**config.mk**
```make
export PLATFORM = sky130hd
export DESIGN_NAME = pulse_trigger_sequencer
export DESIGN_NICKNAME = d
export VERILOG_FILES = /design/src/rtl/pulse_trigger_pkg.sv /design/src/rtl/chan_priority_pick.sv /design/src/rtl/pulse_trigger_sequencer.sv
export SDC_FILE = /design/constraint.sdc
export NUM_CORES = 1
export LEC_CHECK = 0
export BUFFER_PORTS_ARGS = -buffer_cell sky130_fd_sc_hd__buf_2
export CORE_MARGIN = 2
export CORE_UTILIZATION = 35
export DETAILED_ROUTE_END_ITERATION = 10
export GPL_ROUTABILITY_DRIVEN = 0
export PLACE_DENSITY = 0.69
export SLEW_MARGIN = 10
export SYNTH_ARGS = -nofsm -noshare
export SYNTH_HDL_FRONTEND = slang
export SYNTH_SLANG_ARGS = --single-unit
export TNS_END_PERCENT = 5
```
**constraint.sdc**
```tcl
create_clock -name clk -period 3.2 [get_ports clk]
set_clock_uncertainty 0.2 [all_clocks]
set_input_delay 0.64 -clock clk [delete_from_list [all_inputs] [get_ports clk]]
set_output_delay 0.64 -clock clk [all_outputs]
set_load 0.005 [all_outputs]
```
**src/rtl/pulse_trigger_pkg.sv**
```systemverilog
// Shared definitions for the pulse trigger path: FIFO word field positions,
// header field positions, channel count, sequencer state encodings and the
// header packing helper. The trigger receiver packs its FIFO words with the
// same offsets.
package pulse_trigger_pkg;

    localparam int NUM_CHAN    = 5;
    localparam int CHAN_IDX_W  = 3;

    // Trigger-info word held in the Pulse Trigger FIFO
    localparam int TS_LSB      = 0;
    localparam int TS_WIDTH    = 44;
    localparam int NUM_LSB     = 44;
    localparam int NUM_WIDTH   = 24;
    localparam int LEN_LSB     = 68;
    localparam int LEN_WIDTH   = 2;

    // Header word sent to the event builder
    localparam int HDR_TS_LSB     = 0;
    localparam int HDR_NUM_LSB    = 44;
    localparam int HDR_LEN_LSB    = 68;
    localparam int HDR_MASK_LSB   = 70;
    localparam int HDR_TOMASK_LSB = 75;
    localparam int HDR_PAD_LSB    = 80;
    localparam int HDR_PAD_WIDTH  = 48;

    typedef enum logic [2:0] {
        IDLE     = 3'd0,
        PICK     = 3'd1,
        REQ      = 3'd2,
        WAIT     = 3'd3,
        SEND_HDR = 3'd4,
        DONE     = 3'd5
    } seq_state_t;

    // Packs the header word; bits above the timeout mask are always zero.
    function automatic logic [127:0] build_header(
        input logic [NUM_CHAN-1:0]  to_mask,
        input logic [NUM_CHAN-1:0]  mask,
        input logic [LEN_WIDTH-1:0] len,
        input logic [NUM_WIDTH-1:0] num,
        input logic [TS_WIDTH-1:0]  ts
    );
        return {{HDR_PAD_WIDTH{1'b0}}, to_mask, mask, len, num, ts};
    endfunction

endpackage

```
**src/rtl/chan_priority_pick.sv**
```systemverilog
// Lowest-set-bit encoder: picks the lowest-numbered pending channel.
// 'none' is high when no channel is pending.
module chan_priority_pick
    import pulse_trigger_pkg::*;
(
    input  logic [NUM_CHAN-1:0]   mask,
    output logic [CHAN_IDX_W-1:0] idx,
    output logic                  none
);

    // Scan from the top down so the lowest set bit is the last one written
    always_comb begin
        idx  = '0;
        none = (mask == '0);
        for (int i = NUM_CHAN - 1; i >= 0; i--) begin
            if (mask[i]) begin
                idx = CHAN_IDX_W'(i);
            end
        end
    end

endmodule

```
**src/rtl/pulse_trigger_sequencer.sv**
```systemverilog
// Consumer side of the Pulse Trigger FIFO. Pops one trigger-info word, asks
// each enabled channel for a readout in ascending order (with a per-channel
// timeout), then hands one header word to the event builder and pulses
// readout_done back to the trigger receiver.
module pulse_trigger_sequencer
    import pulse_trigger_pkg::*;
#(
    parameter int TIMEOUT_CYCLES = 4096
) (
    input  logic                clk,
    input  logic                reset,
    input  logic [NUM_CHAN-1:0] chan_en,
    input  logic                fifo_valid,
    input  logic [127:0]        fifo_data,
    output logic                fifo_ready,
    output logic [NUM_CHAN-1:0] chan_req,
    input  logic [NUM_CHAN-1:0] chan_done,
    output logic                hdr_valid,
    input  logic                hdr_ready,
    output logic [127:0]        hdr_data,
    output logic                readout_done,
    output logic [2:0]          state,
    output logic [31:0]         timeout_count
);

    localparam logic [15:0] TERM = 16'(TIMEOUT_CYCLES - 1);

    seq_state_t state_q, state_n;

    logic [LEN_WIDTH-1:0]  len_q;
    logic [NUM_WIDTH-1:0]  num_q;
    logic [TS_WIDTH-1:0]   ts_q;
    logic [NUM_CHAN-1:0]   pend_q, pend_n;
    logic [NUM_CHAN-1:0]   mask_q;
    logic [NUM_CHAN-1:0]   to_mask_q, to_mask_n;
    logic [CHAN_IDX_W-1:0] idx_q;
    logic [CHAN_IDX_W-1:0] pick_idx;
    logic                  pick_none;
    logic [NUM_CHAN-1:0]   idx_bit;
    logic [15:0]           tcnt_q;
    logic                  armed_q;

    logic                  pop;
    logic                  enter_hdr;
    logic                  hdr_accept;
    logic                  chan_hit;
    logic                  to_hit;
    logic [127:0]          hdr_n;

    logic [LEN_WIDTH-1:0]  fifo_len;
    logic [NUM_WIDTH-1:0]  fifo_num;
    logic [TS_WIDTH-1:0]   fifo_ts;
    logic                  unused_fifo_bits;

    assign fifo_len         = fifo_data[LEN_LSB +: LEN_WIDTH];
    assign fifo_num         = fifo_data[NUM_LSB +: NUM_WIDTH];
    assign fifo_ts          = fifo_data[TS_LSB +: TS_WIDTH];
    assign unused_fifo_bits = ^fifo_data[127:LEN_LSB+LEN_WIDTH];

    // armed_q keeps fifo_ready low until the first cycle after reset releases
    assign fifo_ready = (state_q == IDLE) && armed_q;
    assign state      = state_q;
    assign idx_bit    = NUM_CHAN'(1) << idx_q;

    chan_priority_pick u_pick (
        .mask (pend_q),
        .idx  (pick_idx),
        .none (pick_none)
    );

    // State register
    always_ff @(posedge clk) begin
        if (reset) begin
            state_q <= IDLE;
        end else begin
            state_q <= state_n;
        end
    end

    // Next-state logic plus the per-cycle strobes and header word for the datapath
    always_comb begin
        state_n    = state_q;
        pend_n     = pend_q;
        to_mask_n  = to_mask_q;
        pop        = 1'b0;
        enter_hdr  = 1'b0;
        hdr_accept = 1'b0;
        chan_hit   = 1'b0;
        to_hit     = 1'b0;
        hdr_n      = '0;

        case (state_q)
            IDLE: begin
                if (fifo_valid && fifo_ready) begin
                    pop       = 1'b1;
                    pend_n    = chan_en;
                    to_mask_n = '0;
                    if (chan_en == '0) begin
                        state_n   = SEND_HDR;
                        enter_hdr = 1'b1;
                    end else begin
                        state_n = PICK;
                    end
                end
            end
            PICK: begin
                if (pick_none) begin
                    state_n   = SEND_HDR;
                    enter_hdr = 1'b1;
                end else begin
                    state_n = REQ;
                end
            end
            REQ: begin
                state_n = WAIT;
            end
            WAIT: begin
                chan_hit = |(chan_done & idx_bit);
                to_hit   = !chan_hit && (tcnt_q == TERM);
                if (chan_hit || to_hit) begin
                    pend_n = pend_q & ~idx_bit;
                    if (to_hit) begin
                        to_mask_n = to_mask_q | idx_bit;
                    end
                    if (pend_n == '0) begin
                        state_n   = SEND_HDR;
                        enter_hdr = 1'b1;
                    end else begin
                        state_n = PICK;
                    end
                end
            end
            SEND_HDR: begin
                if (hdr_ready) begin
                    hdr_accept = 1'b1;
                    state_n    = DONE;
                end
            end
            DONE: begin
                state_n = IDLE;
            end
            default: begin
                state_n = IDLE;
            end
        endcase

        if (state_q == IDLE) begin
            hdr_n = build_header('0, '0, fifo_len, fifo_num, fifo_ts);
        end else begin
            hdr_n = build_header(to_mask_n, mask_q, len_q, num_q, ts_q);
        end
    end

    // Event datapath and registered outputs; reset drops any in-flight event
    always_ff @(posedge clk) begin
        if (reset) begin
            armed_q       <= 1'b0;
            len_q         <= '0;
            num_q         <= '0;
            ts_q          <= '0;
            pend_q        <= '0;
            mask_q        <= '0;
            to_mask_q     <= '0;
            idx_q         <= '0;
            tcnt_q        <= '0;
            chan_req      <= '0;
            hdr_valid     <= 1'b0;
            hdr_data      <= '0;
            readout_done  <= 1'b0;
            timeout_count <= '0;
        end else begin
            armed_q   <= 1'b1;
            pend_q    <= pend_n;
            to_mask_q <= to_mask_n;

            if (pop) begin
                len_q  <= fifo_len;
                num_q  <= fifo_num;
                ts_q   <= fifo_ts;
                mask_q <= chan_en;
            end

            if (state_q == PICK) begin
                idx_q  <= pick_idx;
                tcnt_q <= '0;
            end else if (state_q == WAIT) begin
                tcnt_q <= tcnt_q + 16'd1;
            end

            if ((state_q == PICK) && !pick_none) begin
                chan_req <= NUM_CHAN'(1) << pick_idx;
            end else begin
                chan_req <= '0;
            end

            if (to_hit && (timeout_count != '1)) begin
                timeout_count <= timeout_count + 32'd1;
            end

            if (enter_hdr) begin
                hdr_valid <= 1'b1;
                hdr_data  <= hdr_n;
            end else if (hdr_accept) begin
                hdr_valid <= 1'b0;
            end

            readout_done <= hdr_accept;
        end
    end

endmodule

```
* Yosys cells after proc, flatten, opt, wreduce, memory -nomap -nowiden
Index checks and enable logic that the tools add are counted.
Storage, ports and cells: register bits 275, bits of input ports 142, output and inout bits 171, word-level logic and storage cells 86
Operators by class: add/subtract/negate cells 2, equal/unequal tests 9, shift operators 2, mux-type cells 34, bitwise operators 5, reduce and logical (&&, ||, !) cells 19
Operator list (count):
- $mux W80 | 1
- $mux W3 | 11
- $add A32 B1 Y32 const B | 1
- $ne A32 B32 Y1 const B | 1
- $mux W5 | 5
- $pmux W5 S2 | 2
- $add A16 B1 Y16 const B | 1
- $eq A16 B12 Y1 const B | 1
- $logic_not A5 Y1 | 3
- $pmux W3 S5 | 1
- $mux W1 | 13
- $and A5 B5 Y5 | 2
- $shl A1 B3 Y5 const A | 2
- $eq A3 B2 Y1 const B | 2
- $reduce_and A3 Y1 | 2
- $logic_and A1 B1 Y1 | 5
- $not A5 Y5 | 1
- $or A5 B5 Y5 | 1
- $reduce_or A5 Y1 | 1
- $ne A2 B2 Y1 const B | 2
- $reduce_bool A2 Y1 | 2
- $reduce_or A2 Y1 | 2
- $eq A3 B1 Y1 const B | 1
- $eq A3 B3 Y1 const B | 1
- 6 further kinds | 7

* Longest topological paths before layout
depth after elaboration 9, gate-level depth with buffers 11, mapped depth without buffers 7

* Modules after synthesis
From an unflattened synthesis, not the netlist that was laid out.
Unflattened totals: cells, all modules 1187, area, all modules 10502.6 um^2
Modules (own cells, without submodules):
- pulse_trigger_sequencer | instances 1, cells an instance 1179, area an instance 10453.8 um^2, seq. area each 4544.4 um^2
- chan_priority_pick | instances 1, cells an instance 8, area an instance 48.8 um^2, seq. area each 0.0 um^2

* Worst setup path after synthesis
No wires, ideal clock.
path type input to register, start point in chan_done[3], end point reg hdr_data[11], library setup time 0.086 ns, arrival time 2.187 ns, data required time 2.914 ns, setup slack 0.728 ns, stages on the path 7, buffers on the path 2, cells stage by stage and4b_1 -> a211o_1 -> a211oi_1 -> o31ai_4 -> buf_6 -> buf_4 -> a211oi_1
Between the ends: longest elaborated chain between the ends 7
RTL lines:
- start, declared | RTL line pulse_trigger_sequencer.sv:17 | input logic [NUM_CHAN-1:0] chan_done,
- $and A5 B5 Y5 * | RTL line pulse_trigger_sequencer.sv:118 | chan_hit = |(chan_done & idx_bit);
- $reduce_or A5 Y1 * | RTL line pulse_trigger_sequencer.sv:118
- $logic_not A1 Y1 | RTL line pulse_trigger_sequencer.sv:119 | to_hit = !chan_hit && (tcnt_q == TERM);
- $logic_and A1 B1 Y1 | RTL line pulse_trigger_sequencer.sv:119
- $logic_or A1 B1 Y1 * | RTL line pulse_trigger_sequencer.sv:120 | if (chan_hit || to_hit) begin
- $mux W1 * | RTL line pulse_trigger_sequencer.sv:120
- $pmux W1 S3 * | RTL line pulse_trigger_sequencer.sv:92 | case (state_q)
- end signal, assigned | RTL line pulse_trigger_sequencer.sv:202 | hdr_data <= hdr_n;
- end, declared | RTL line pulse_trigger_sequencer.sv:20 | output logic [127:0] hdr_data,
Every way passes the cells marked *; elsewhere a longest branch is shown, timed or not. A chain may end at the register's enable or synchronous reset.

* Worst setup path in the final report
start point reg state_q[1], in the netlist state[1], end point out fifo_ready
Between the ends: longest elaborated chain between the ends 2
RTL lines:
- start, declared | RTL line pulse_trigger_sequencer.sv:28 | seq_state_t state_q, state_n;
- start signal, assigned | RTL line pulse_trigger_sequencer.sv:76 | state_q <= state_n;
- $logic_not A3 Y1 | RTL line pulse_trigger_sequencer.sv:61 | assign fifo_ready = (state_q == IDLE) && armed_q;
- $logic_and A1 B1 Y1 | RTL line pulse_trigger_sequencer.sv:61
- end, declared | RTL line pulse_trigger_sequencer.sv:15 | output logic fifo_ready,
Every way passes these cells.

==> results.json <==
{
  "hold_end": "ts_q[32]",
  "layout-drive-gt1-share_pct": 21.5,
  "syn_inst": 1143,
  "powerDensity_nw_per_um2": 601,
  "crit_type": "flop to output port",
  "grt_pass1_wl_um": 38400,
  "seq_area_um2": 4540,
  "cts_tree": "yes",
  "area_delta_synth_final_pct": 21.4,
  "tightest_slew_ns": 1.10,
  "holdPathStages": 3,
  "cp_slowest_cell": "buf_12",
  "status": "finished clean",
  "yosysUniqueCellTypes": 56,
  "r2r-start": "idx_q[2]",
  "ff2ff_setup_slack_ns": 0.40,
  "syn_area_um2": 9930,
  "route.detailed.drc": 0,
  "async_reset_ff_share_pct": 0,
  "core-area_um2": 27900,
  "die_height_um": 172,
  "clockBufferDepth": 3,
  "grt_util_all_layers_pct": 15.7,
  "htree_levels": 1,
  "rsz0062_at_grt": "false",
  "drt_iter0_drc": 506,
  "synthFlopType": "dfxtp_1",
  "worstHoldPathType": "primary input to flop",
  "viasPerCell": 4.91,
  "vias": 8407,
  "period_share_pct": 92.6,
  "wl_per_cell_um": 14.6,
  "synth-edff-count": 0,
  "nets": 1455,
  "r2r_end": "hdr_data[57]",
  "io_pins": 313,
  "cts_sinks": 227,
  "grt_max_degree": 202,
  "r2r_cells": 7,
  "multi_input_area_um2": 4760,
  "end_kind": "output port",
  "ys.warnings.count": 0,
  "hold_buffers": 0,
  "cpPeakStageDelay_ns": 0.48,
  "cap_violations": 0,
  "finalSetupViolations": 0,
  "report.final.slew_viol_count": 0,
  "firstDrtPassIters": 4,
  "routed_wl_um": 24900,
  "portBuffers": 206,
  "critical_path.max_fanout": 72,
  "path_cells": "nor3_2, buf_12, and2_1, buf_2",
  "stdcell_count": 1711,
  "dieWidth_um": 172,
  "clock_latency_ns": 0.52,
  "dp_hpwl_um": 16300,
  "hp-start": "fifo_data[32]",
  "avgSynthCellArea_um2": 8.69,
  "grt_pass1_vias": 7722,
  "ant_nets": 0,
  "cp.arrival_ns": 2.12,
  "max-slew-margin-rel_pct": 26.3,
  "clk_pin_slew_ns": 0.06,
  "cts_buffers": 26,
  "tns_ns": 0,
  "startpoint_type": "flop",
  "nFillCells": 2753,
  "start_util_pct": 35.6,
  "cts_setup_buffers": 0,
  "fmax_mhz": 337,
  "root_buffer": "clkbuf_16",
  "power_leakage_nw": 5.24,
  "rows": 61,
  "place_inst": 1661,
  "ys_seq_area_share_pct": 45.8,
  "peakVddDrop_v": 0.000395,
  "final_hold_viol_count": 0,
  "overflow": 0,
  "ys_seq_elements": 227,
  "die_area_um2": 29700,
  "finalCriticalPeriod_ns": 2.96,
  "cts_resized": 0,
  "antenna_found_initial": 3,
  "required_ns": 2.36
}
==> placed cells by master (no fill, tap or decap), drive strengths merged, types with 9 or more instances in the layout <==
| cell | n |
|---|---|
| xor2 | 23 |
| conb | 48 |
| a211oi | 73 |
| nand2 | 178 |
| mux2i | 74 |
| o21ai | 15 |
| a21oi | 91 |
| clkbuf | 36 |
| nor3 | 15 |
| buf | 224 |
| nand3 | 28 |
| nand4 | 19 |
| or3 | 9 |
| and3 | 12 |
| dfxtp | 227 |
| xnor2 | 10 |
| nor2 | 134 |
| and2 | 10 |
| nor3b | 11 |
==> metal layers <==
layer,global-route usage (%),share of wire [%],vias up
met3,4.51,8.2,53
li1,-,-,4226
met5,0,0.056,-
met4,5.41,2.7,4
met2,26.1,45,239
met1,19.5,44,3885
==> how the worst max path moves through the flow <==
stage          cells past startpoint    startpoint  slack [ns]      endpoint
6_report                           4      state[1]        0.24    fifo_ready
5_1_grt                            4      state[1]        0.07    fifo_ready
4_1_cts                            4      state[1]        0.19    fifo_ready
3_5_place_dp                       8  chan_done[0]        0.39  hdr_data[57]
3_3_place_gp                       7      idx_q[2]        0.41  hdr_data[74]
2_1_floorplan                      7  chan_done[3]        0.73  hdr_data[11]
==> sequential cells by signal, indices dropped and copies added (netlist names) <==
signal,cells
to_mask_q,5
chan_req,5
num_q,24
readout_done,1
hdr_valid,1
timeout_count,32
pend_q,5
idx_q,3
mask_q,5
ts_q,44
state,3
armed_q,1
hdr_data,80
len_q,2
tcnt_q,16
==> critical path, delay by kind of cell, from the launching register on <==
kind                   cells  cell delay, ns
AND/OR/NAND/NOR            2            0.53
flip-flops                 1            0.44
buffers and inverters      2            0.63
==> synth_stat cells, types with 9 or more instances <==
cell	number	share of area [%]
buf_6	11	1.2
or3_1	9	0.57
nand2_1	178	6.7
and2_1	10	0.63
nor2_1	134	5.1
xor2_1	23	2.0
a211oi_1	65	4.9
o21ai_0	10	0.50
nor3_1	14	0.71
mux2i_1	74	7.5
dfxtp_1	227	46
a21oi_1	91	4.6
buf_4	54	4.1
nor3b_1	11	0.83
and3_1	12	0.76
clkbuf_1	57	2.2
nand4_1	19	1.2
nand3_1	28	1.4
xnor2_1	10	0.88
==> final cells by class <==
cell class                 instances  area share, %
sequential                       227           37.7
clock inverter                    12           1.99
timing repair buffer             224           10.2
multi-input combinational        824           39.5
antenna                            2         0.0415
clock buffer                      36           6.30
tap                              378           3.92
inverter                           8          0.249
==> per-stage QoR <==
step	hold slack [ns]	power, mW	area (µm²)	util (%)	setup WS [ns]
finish	0.166	7.24	12100	43.3	0.236
global route	0.150	7.56	12000	43.2	0.0668
CTS	0.137	7.35	12000	43.2	0.191
detailed placement	0.243	3.91	11000	39.6	0.394
global placement	0.241	3.89	11000	39.6	0.410
floorplan	0.236	3.69	10100	-	0.728
==> where the power goes <==
part | switching [mW] | internal [mW] | leakage [nW]
logic | 0.475 | 0.324 | 2.91
clock network | 1.18 | 2.22 | 0.484
registers | 0.0765 | 2.97 | 1.84
==> logic make-up (layout without fill, tap and decap cells) <==
family | count (synthesis) | after routing | share of synthesized area [%]
other | 1 | 50 | 0.0378
AND/OR/NAND/NOR | 449 | 449 | 20.8
adder cells (fa/ha/maj) | 2 | 2 | 0.252
multiplexers | 74 | 74 | 7.46
XOR/XNOR | 33 | 33 | 2.91
flip-flops | 227 | 227 | 45.8
buffers and inverters | 139 | 280 | 8.23
AO/OA/AOI/OAI | 218 | 218 | 14.6
Power figures use the tool's default switching activity.
